<file path="config.mk">
export PLATFORM = sky130hd
export DESIGN_NAME = frame_rd_burst_gen_flat
export DESIGN_NICKNAME = d
export VERILOG_FILES = /design/src/rtl/frame_rd_burst_gen_pkg.sv /design/src/rtl/frame_rd_burst_gen_if.sv /design/src/rtl/frame_rd_burst_gen_vs_edge_det.sv /design/src/rtl/frame_rd_burst_gen.sv /design/src/flat_wrapper.sv
export SDC_FILE = /design/constraint.sdc
export NUM_CORES = 1
export LEC_CHECK = 0
export CORE_UTILIZATION = 40
export CTS_CLUSTER_SIZE = 24
export DETAILED_ROUTE_END_ITERATION = 7
export PLACE_DENSITY = 0.72
export SETUP_SLACK_MARGIN = 0.15
export SYNTH_ARGS = -nofsm -noshare
export SYNTH_HDL_FRONTEND = slang
export SYNTH_SLANG_ARGS = --single-unit
</file>
<file path="constraint.sdc">
create_clock -name scaler_clk -period 3.2 [get_ports scaler_clk]
set_input_delay 0.8 -clock scaler_clk [delete_from_list [all_inputs] [get_ports scaler_clk]]
set_output_delay 0.8 -clock scaler_clk [all_outputs]
set_load 0.02 [all_outputs]
</file>
<file path="src/rtl/frame_rd_burst_gen_pkg.sv">
// -----------------------------------------------------------------------------
// frame_rd_burst_gen_pkg
//   Shared definitions for the frame-buffer read engine. The sensor-side write
//   generator uses the same definitions.
//   - rd_state_t   : FSM state encoding (IDLE / ISSUE / DONE)
//   - DEF_*        : default frame geometry and bus widths, so that the read
//                    and write paths agree on the frame layout
//   - burst_len()  : length of the next burst, min(max_len, remaining)
// -----------------------------------------------------------------------------
package frame_rd_burst_gen_pkg;

   typedef enum logic [1:0] {
      ST_IDLE  = 2'd0,
      ST_ISSUE = 2'd1,
      ST_DONE  = 2'd2
   } rd_state_t;

   localparam int DEF_ADDR_BITS   = 25;
   localparam int DEF_LINE_WORDS  = 1920;
   localparam int DEF_LINES       = 1080;
   localparam int DEF_LINE_STRIDE = 2048;
   localparam int DEF_BURST_LEN   = 64;
   localparam int DEF_LEN_BITS    = 7;

   // Words in the next burst: a full burst, or whatever is left of the line.
   function automatic int burst_len(input int remaining, input int max_len);
      return (remaining < max_len) ? remaining : max_len;
   endfunction

endpackage

</file>
<file path="src/rtl/frame_rd_burst_gen_if.sv">
// -----------------------------------------------------------------------------
// frame_rd_burst_gen_if
//   Burst read command channel toward the memory controller.
//   cmd_valid : command present (held until accepted)
//   cmd_ready : controller accepts when high together with cmd_valid
//   cmd_addr  : start word address of the burst
//   cmd_len   : words in the burst, 1..BURST_LEN
//   Modports: master (the engine) drives the command; slave (the controller)
//   drives ready.
// -----------------------------------------------------------------------------
interface frame_rd_burst_gen_if
   import frame_rd_burst_gen_pkg::*;
#(
   parameter int ADDR_BITS = DEF_ADDR_BITS,
   parameter int LEN_BITS  = DEF_LEN_BITS
) ();

   logic                 cmd_valid;
   logic                 cmd_ready;
   logic [ADDR_BITS-1:0] cmd_addr;
   logic [LEN_BITS-1:0]  cmd_len;

   modport master (
      output cmd_valid,
      output cmd_addr,
      output cmd_len,
      input  cmd_ready
   );

   modport slave (
      input  cmd_valid,
      input  cmd_addr,
      input  cmd_len,
      output cmd_ready
   );

endinterface

</file>
<file path="src/rtl/frame_rd_burst_gen_vs_edge_det.sv">
// -----------------------------------------------------------------------------
// rd_vs_edge_det
//   Registered rising-edge detector for a frame sync that is already synchronous
//   to clk. The delayed copy is registered and the edge is decoded
//   combinationally, so rise is high in the first cycle din is seen high.
//   Ports:
//     clk  : clock
//     rst  : asynchronous, active-high reset (delayed copy cleared)
//     din  : level input (frame sync)
//     rise : din & ~din_delayed
// -----------------------------------------------------------------------------
module rd_vs_edge_det (
   input  logic clk,
   input  logic rst,
   input  logic din,
   output logic rise
);

   logic din_d;

   // NOTE: state is written with non-blocking assignments so every register
   // samples pre-edge values, independent of the order of the always blocks.
   always_ff @(posedge clk or posedge rst) begin
      if (rst) din_d <= 1'b0;
      else     din_d <= din;
   end

   assign rise = din & ~din_d;

endmodule

</file>
<file path="src/rtl/frame_rd_burst_gen.sv">
// -----------------------------------------------------------------------------
// frame_rd_burst_gen
//   Read-side frame fetch engine for the scaler path. A rising edge of
//   scaler_vs (while enabled) latches frame_base. The engine then walks the
//   frame line by line and issues burst read commands of at most BURST_LEN
//   words. Line starts advance by LINE_STRIDE through an accumulator. All
//   addresses wrap modulo 2^ADDR_BITS.
//   Ports:
//     scaler_clk  : sole clock
//     scaler_rst  : asynchronous, active-high reset
//     enable      : when low, no new frame starts. If it drops during a frame,
//                   the frame is abandoned once the pending command is accepted.
//     scaler_vs   : frame sync; a rising edge starts a frame
//     frame_base  : frame start address, sampled on the vs edge
//     cmd         : burst command channel (master side)
//     frame_busy  : high from frame start until the DONE cycle inclusive
//     frame_done  : one-cycle pulse after the last command of a frame is accepted
//     vs_overrun  : one-cycle pulse when a vs edge arrives mid-frame
// -----------------------------------------------------------------------------
module frame_rd_burst_gen
   import frame_rd_burst_gen_pkg::*;
#(
   parameter int ADDR_BITS   = DEF_ADDR_BITS,
   parameter int LINE_WORDS  = DEF_LINE_WORDS,
   parameter int LINES       = DEF_LINES,
   parameter int LINE_STRIDE = DEF_LINE_STRIDE,
   parameter int BURST_LEN   = DEF_BURST_LEN,
   parameter int LEN_BITS    = DEF_LEN_BITS
) (
   input  logic                  scaler_clk,
   input  logic                  scaler_rst,
   input  logic                  enable,
   input  logic                  scaler_vs,
   input  logic [ADDR_BITS-1:0]  frame_base,
   frame_rd_burst_gen_if.master  cmd,
   output logic                  frame_busy,
   output logic                  frame_done,
   output logic                  vs_overrun
);

   localparam int WC_BITS = $clog2(LINE_WORDS + 1);
   localparam int LC_BITS = $clog2(LINES + 1);

   rd_state_t            state;
   logic [ADDR_BITS-1:0] line_addr;   // start address of the current line
   logic [WC_BITS-1:0]   word_cnt;    // words of the current line already issued
   logic [LC_BITS-1:0]   line_cnt;    // lines of the frame already completed

   logic                 vs_rise;
   logic                 frame_start;
   logic                 handshake;
   logic [31:0]          wc_sum;
   logic                 line_end;
   logic                 last_line;
   logic [ADDR_BITS-1:0] next_line_addr;
   logic [LEN_BITS-1:0]  first_len;
   logic [LEN_BITS-1:0]  rem_len;

   rd_vs_edge_det u_vs_edge (
      .clk  (scaler_clk),
      .rst  (scaler_rst),
      .din  (scaler_vs),
      .rise (vs_rise)
   );

   // A new frame may start from IDLE or straight from DONE, so an edge that
   // coincides with the frame_done cycle is not lost.
   assign frame_start    = vs_rise & enable & (state != ST_ISSUE);
   assign handshake      = cmd.cmd_valid & cmd.cmd_ready;

   // cmd_addr doubles as the running word address within the line.
   assign wc_sum         = 32'(word_cnt) + 32'(cmd.cmd_len);
   assign line_end       = (wc_sum == 32'(LINE_WORDS));
   assign last_line      = (line_cnt == LC_BITS'(LINES - 1));
   assign next_line_addr = line_addr + ADDR_BITS'(LINE_STRIDE);
   assign first_len      = LEN_BITS'(burst_len(LINE_WORDS, BURST_LEN));
   assign rem_len        = LEN_BITS'(burst_len(LINE_WORDS - int'(wc_sum), BURST_LEN));

   always_ff @(posedge scaler_clk or posedge scaler_rst) begin
      if (scaler_rst) begin
         state         <= ST_IDLE;
         line_addr     <= '0;
         word_cnt      <= '0;
         line_cnt      <= '0;
         cmd.cmd_valid <= 1'b0;
         cmd.cmd_addr  <= '0;
         cmd.cmd_len   <= '0;
         frame_busy    <= 1'b0;
         frame_done    <= 1'b0;
         vs_overrun    <= 1'b0;
      end else begin
         frame_done <= 1'b0;
         vs_overrun <= 1'b0;

         if (frame_start) begin
            state         <= ST_ISSUE;
            line_addr     <= frame_base;
            word_cnt      <= '0;
            line_cnt      <= '0;
            cmd.cmd_valid <= 1'b1;
            cmd.cmd_addr  <= frame_base;
            cmd.cmd_len   <= first_len;
            frame_busy    <= 1'b1;
         end else begin
            case (state)
               ST_IDLE: ;

               ST_ISSUE: begin
                  // Mid-frame edges are reported and dropped.
                  if (vs_rise) vs_overrun <= 1'b1;

                  // A stalled command keeps addr/len; it never retracts, even
                  // if enable drops. The abort takes effect at the handshake.
                  if (handshake) begin
                     if (!enable) begin
                        state         <= ST_IDLE;
                        cmd.cmd_valid <= 1'b0;
                        frame_busy    <= 1'b0;
                     end else if (line_end) begin
                        word_cnt  <= '0;
                        line_cnt  <= line_cnt + 1'b1;
                        line_addr <= next_line_addr;
                        if (last_line) begin
                           state         <= ST_DONE;
                           cmd.cmd_valid <= 1'b0;
                           frame_done    <= 1'b1;
                        end else begin
                           cmd.cmd_addr <= next_line_addr;
                           cmd.cmd_len  <= first_len;
                        end
                     end else begin
                        word_cnt     <= WC_BITS'(wc_sum);
                        cmd.cmd_addr <= cmd.cmd_addr + ADDR_BITS'(cmd.cmd_len);
                        cmd.cmd_len  <= rem_len;
                     end
                  end
               end

               ST_DONE: begin
                  state      <= ST_IDLE;
                  frame_busy <= 1'b0;
               end

               default: begin
                  state         <= ST_IDLE;
                  cmd.cmd_valid <= 1'b0;
                  frame_busy    <= 1'b0;
               end
            endcase
         end
      end
   end

endmodule
</file>
<file path="src/flat_wrapper.sv">
// flat-port wrapper written by rule: the top's interface ports become plain ports
module frame_rd_burst_gen_flat import frame_rd_burst_gen_pkg::*;
#(
   parameter int ADDR_BITS   = DEF_ADDR_BITS,
   parameter int LINE_WORDS  = DEF_LINE_WORDS,
   parameter int LINES       = DEF_LINES,
   parameter int LINE_STRIDE = DEF_LINE_STRIDE,
   parameter int BURST_LEN   = DEF_BURST_LEN,
   parameter int LEN_BITS    = DEF_LEN_BITS
)
  (scaler_clk, scaler_rst, enable, scaler_vs, frame_base, frame_busy, frame_done, vs_overrun, cmd_cmd_valid, cmd_cmd_addr, cmd_cmd_len, cmd_cmd_ready);
  frame_rd_burst_gen_if #(.ADDR_BITS(ADDR_BITS), .LEN_BITS(LEN_BITS)) cmd_i ();
  input  logic scaler_clk;
  input  logic scaler_rst;
  input  logic enable;
  input  logic scaler_vs;
  input  logic [ADDR_BITS-1:0] frame_base;
  output logic frame_busy;
  output logic frame_done;
  output logic vs_overrun;
  output wire logic [$bits(cmd_i.cmd_valid)-1:0] cmd_cmd_valid;
  output wire logic [$bits(cmd_i.cmd_addr)-1:0] cmd_cmd_addr;
  output wire logic [$bits(cmd_i.cmd_len)-1:0] cmd_cmd_len;
  input wire logic [$bits(cmd_i.cmd_ready)-1:0] cmd_cmd_ready;
  assign cmd_cmd_valid = cmd_i.cmd_valid;
  assign cmd_cmd_addr = cmd_i.cmd_addr;
  assign cmd_cmd_len = cmd_i.cmd_len;
  assign cmd_i.cmd_ready = cmd_cmd_ready;
  frame_rd_burst_gen #(.ADDR_BITS(ADDR_BITS), .LINE_WORDS(LINE_WORDS), .LINES(LINES), .LINE_STRIDE(LINE_STRIDE), .BURST_LEN(BURST_LEN), .LEN_BITS(LEN_BITS)) u_core (.scaler_clk(scaler_clk), .scaler_rst(scaler_rst), .enable(enable), .scaler_vs(scaler_vs), .frame_base(frame_base), .cmd(cmd_i), .frame_busy(frame_busy), .frame_done(frame_done), .vs_overrun(vs_overrun));
endmodule
</file>
==> results.cfg <==
[run_status]
status = finished, violations left
violations = negative setup slack

[synth]
syn-cell-area_um2 = 5518
synthMuxAreaShare_pct = 0.7256
synth_compound_area_share_pct = 23.58
ys_warn_count = 0
syn_nets = 700
syn_avg_cell_area_um2 = 8.476
synth_top_family_by_area = compound AO/OA/AOI/OAI gates
synth-seq-cells = 86
synthTopCellsByArea = dfrtp_1 39%, nand2_1 6.7%, o21ai_0 4.9%
synth_cell_types = 62
synthArstFlopShare_pct = 100.0
synth_enable_flop_cells = 0
yosys-top-cells-count = 99 x nand2_1, 86 x dfrtp_1, 54 x o21ai_0, 52 x nor2_1, 35 x a21oi_1
syn_inst = 651
synth_simple_gate_area_share_pct = 21.32
yosys.area.top_type = dfrtp_1
synthAdderAreaFrac_pct = 4.580
synth-xor-area-share_pct = 6.508
ys.flop_type = dfrtp_1
yosysMostFrequentCell = nand2_1
ys_seq_area_share_pct = 39.00
yosysTopAreaCellShare_pct = 39.00

[clock_tree]
cts.sinks = 86
path_clk_slew_ns = 0.06
ctsRootBufferMaster = clkbuf_16
cts_made_buffers = 9
cts_max_level = 3
cts_tree = yes
insertion_delay_ns = 0.36
clockBufferDepth = 2

[setup_path]
endpoint_kind = flop
critical_path_class = reg -> reg
r2r_slack_ns = -0.03
critPathMaxFanout = 5
r2r_start = u_core.cmd.cmd_len[0]
cp.required_ns = 3.47
critPathLaunchType = flop
startpoint = u_core.cmd.cmd_len[0]
regToRegEndpoint = u_core.line_addr[14]
worstRegToRegCells = 13
crit_arrival_ns = 3.50

[drt]
firstDrtPassIters = 5
vias = 5525
ant_nets = 0
drc_errors = 0
via_per_inst = 5.755
wire_per_inst_um = 17.74
drt-total-wl_mm = 17.03
dr.first_iter.drc_count = 500

[final_layout]
fillCellCount = 1143
multi_input_area_um2 = 3497
final_cells = 960
drive_gt1_share_pct = 21.81
diodes = 0
fin_nets = 828
synthToLayoutAreaGrowth_pct = 40.18
regArea_um2 = 2157
design_area_um2 = 7735

[timing]
hold_violations = 0
period_needed_ns = 3.233
worst_hold_slack_ns = 0.4710
timing.fmax_mhz = 309.3
finalCritPeriodShare_pct = 101.0
setup_viol = 6
setup_ws_ns = -0.03315
relSlewSlack_pct = 45.51
rsz0062_at_grt = yes
final_max_slew_viol_count = 0
worst_pin_slew_ns = 0.8088
clock_skew_ns = 0.005744

[floorplanning]
core_region_area_um2 = 13350
die_w_um = 119.5
ios = 66
fp-row-count = 42
initial_core_util_pct = 41.34
die_h_um = 119.5
die_area_um2 = 14270

[worst_hold_path]
holdCritStartpoint = u_core.line_addr[7]
hold_depth = 2
hold_path_class = reg -> reg
holdPathEnd = u_core.line_addr[7]

[global_route]
groute.usage.overall_pct = 23.64
grt_pass1_vias = 5280
grt_overflow = 0
antenna_found_initial = 0
grt_max_degree = 87
grt_pass1_wl_mm = 26.73

[pwr]
irDropWorstVdd_mv = 0.4650
cellLeakagePower_nw = 3.309
pwr_density_cell_nw_per_um2 = 675.4
p_total_mw = 5.224

[place]
dp_hpwl_mm = 11.53
dp_slack_ns = -0.1379
place.gp.congestion = 0.8681
dp_cells = 924
port_buffers = 65
place_area_um2 = 6905

[flow_run]
cap_violations = 0
-- flip-flops by register name (all words and copies together) (netlist names) --
name / flops
u_core.vs_overrun: 1
u_core.word_cnt: 11
u_core.line_addr: 25
u_core.cmd.cmd_addr: 25
u_core.line_cnt: 11
u_core.frame_busy: 1
u_core.frame_done: 1
u_core.cmd.cmd_valid: 1
u_core.cmd.cmd_len: 7
u_core.state: 2
u_core.u_vs_edge.din_d: 1
-- worst max path at each step --
stage | slack (ns) | endpoint | depth (start not counted)
after CTS | 0.05 | u_core.cmd.cmd_addr[10] | 11
after floorplan | -0.17 | u_core.line_cnt[7] | 11
after global routing | -0.18 | u_core.line_cnt[3] | 14
after global placement | -0.10 | u_core.cmd.cmd_addr[10] | 10
after detailed placement | -0.14 | u_core.cmd.cmd_addr[10] | 10
final | -0.03 | u_core.line_addr[14] | 13
-- cell type report --
| class | instances | share of cell area, % |
|---|---|---|
| sequential | 86 | 27.89 |
| tap | 176 | 2.847 |
| clock inverter | 3 | 0.2265 |
| inverter | 21 | 1.035 |
| timing repair buffer | 152 | 19.30 |
| multi-input combinational | 509 | 45.21 |
| clock buffer | 13 | 3.494 |
-- worst max-delay path: stages (launching register included) --
cell	delay (ns)
dfrtp_2	0.43
ha_4	0.17
fa_2	0.35
a211oi_2	0.25
o21a_2	0.23
buf_6	0.12
o21a_1	0.16
o21ai_2	0.08
or4b_4	0.59
buf_4	0.18
a21oi_4	0.18
buf_6	0.14
o21ai_0	0.08
a22oi_1	0.17
-- what timing repair did --
action	4_1_cts	5_1_grt
cloned	0	2
hold buffers	0	0
gates resized for setup	16	73
pin swaps	20	26
setup buffers	6	12
endpoints found under the setup margin	67	64
-- metrics by stage --
stage,util (%),setup TNS (ns)
after floorplan,-,-2.423
after global placement,51.73,-0.5333
after detailed placement,51.73,-1.638
after CTS,54.75,0
after global routing,57.95,-4.146
final,57.95,-0.1041
-- layer usage --
layer | up-vias | global-route usage, % | share of wire (%)
met5 | - | 0 | 0
met4 | 0 | 10.31 | 2.5
met3 | 34 | 3.161 | 4.7
met2 | 197 | 37.83 | 49
met1 | 2670 | 31.89 | 43
li1 | 2624 | - | -
-- report_power, final --
| part | switching, mW | total [mW] | leakage (nW) | internal (mW) |
|---|---|---|---|---|
| clock network | 0.446 | 1.03 | 0.142 | 0.587 |
| logic | 1.32 | 2.51 | 2.07 | 1.19 |
| registers | 0.318 | 1.68 | 1.09 | 1.36 |
| total | 2.08 | 5.22 | 3.31 | 3.14 |
-- cells in the final DEF, fill, tap and decap left out, drive strengths merged, types with 5 or more instances in the layout --
master	Yosys	routed
o22ai	5	5
xor2	20	20
o21a	6	6
a21o	5	5
o31ai	7	7
xnor2	21	21
a211o	8	8
nor2	52	52
o21ai	57	57
a31oi	11	11
and3	11	11
dfrtp	86	86
nand4	10	10
ha	17	17
o211ai	18	18
inv	21	20
buf	11	85
nand2	99	99
clkdlybuf4s50	0	65
nand2b	5	5
clkbuf	24	15
or3	6	6
nor4	5	5
nor3	15	15
a211oi	5	5
a2bb2oi	8	8
a22oi	11	11
nand3	25	25
a21oi	35	35
-- cells by family (layout without fill, tap and decap cells) --
family | after synthesis | after routing
XOR/XNOR | 41 | 41
flip-flops | 86 | 86
AO/OA/AOI/OAI | 196 | 196
adder cells (fa/ha/maj) | 19 | 19
AND/OR/NAND/NOR | 249 | 249
multiplexers | 4 | 4
buffers and inverters | 56 | 189
Note: power is estimated with default switching activity, not from simulation.
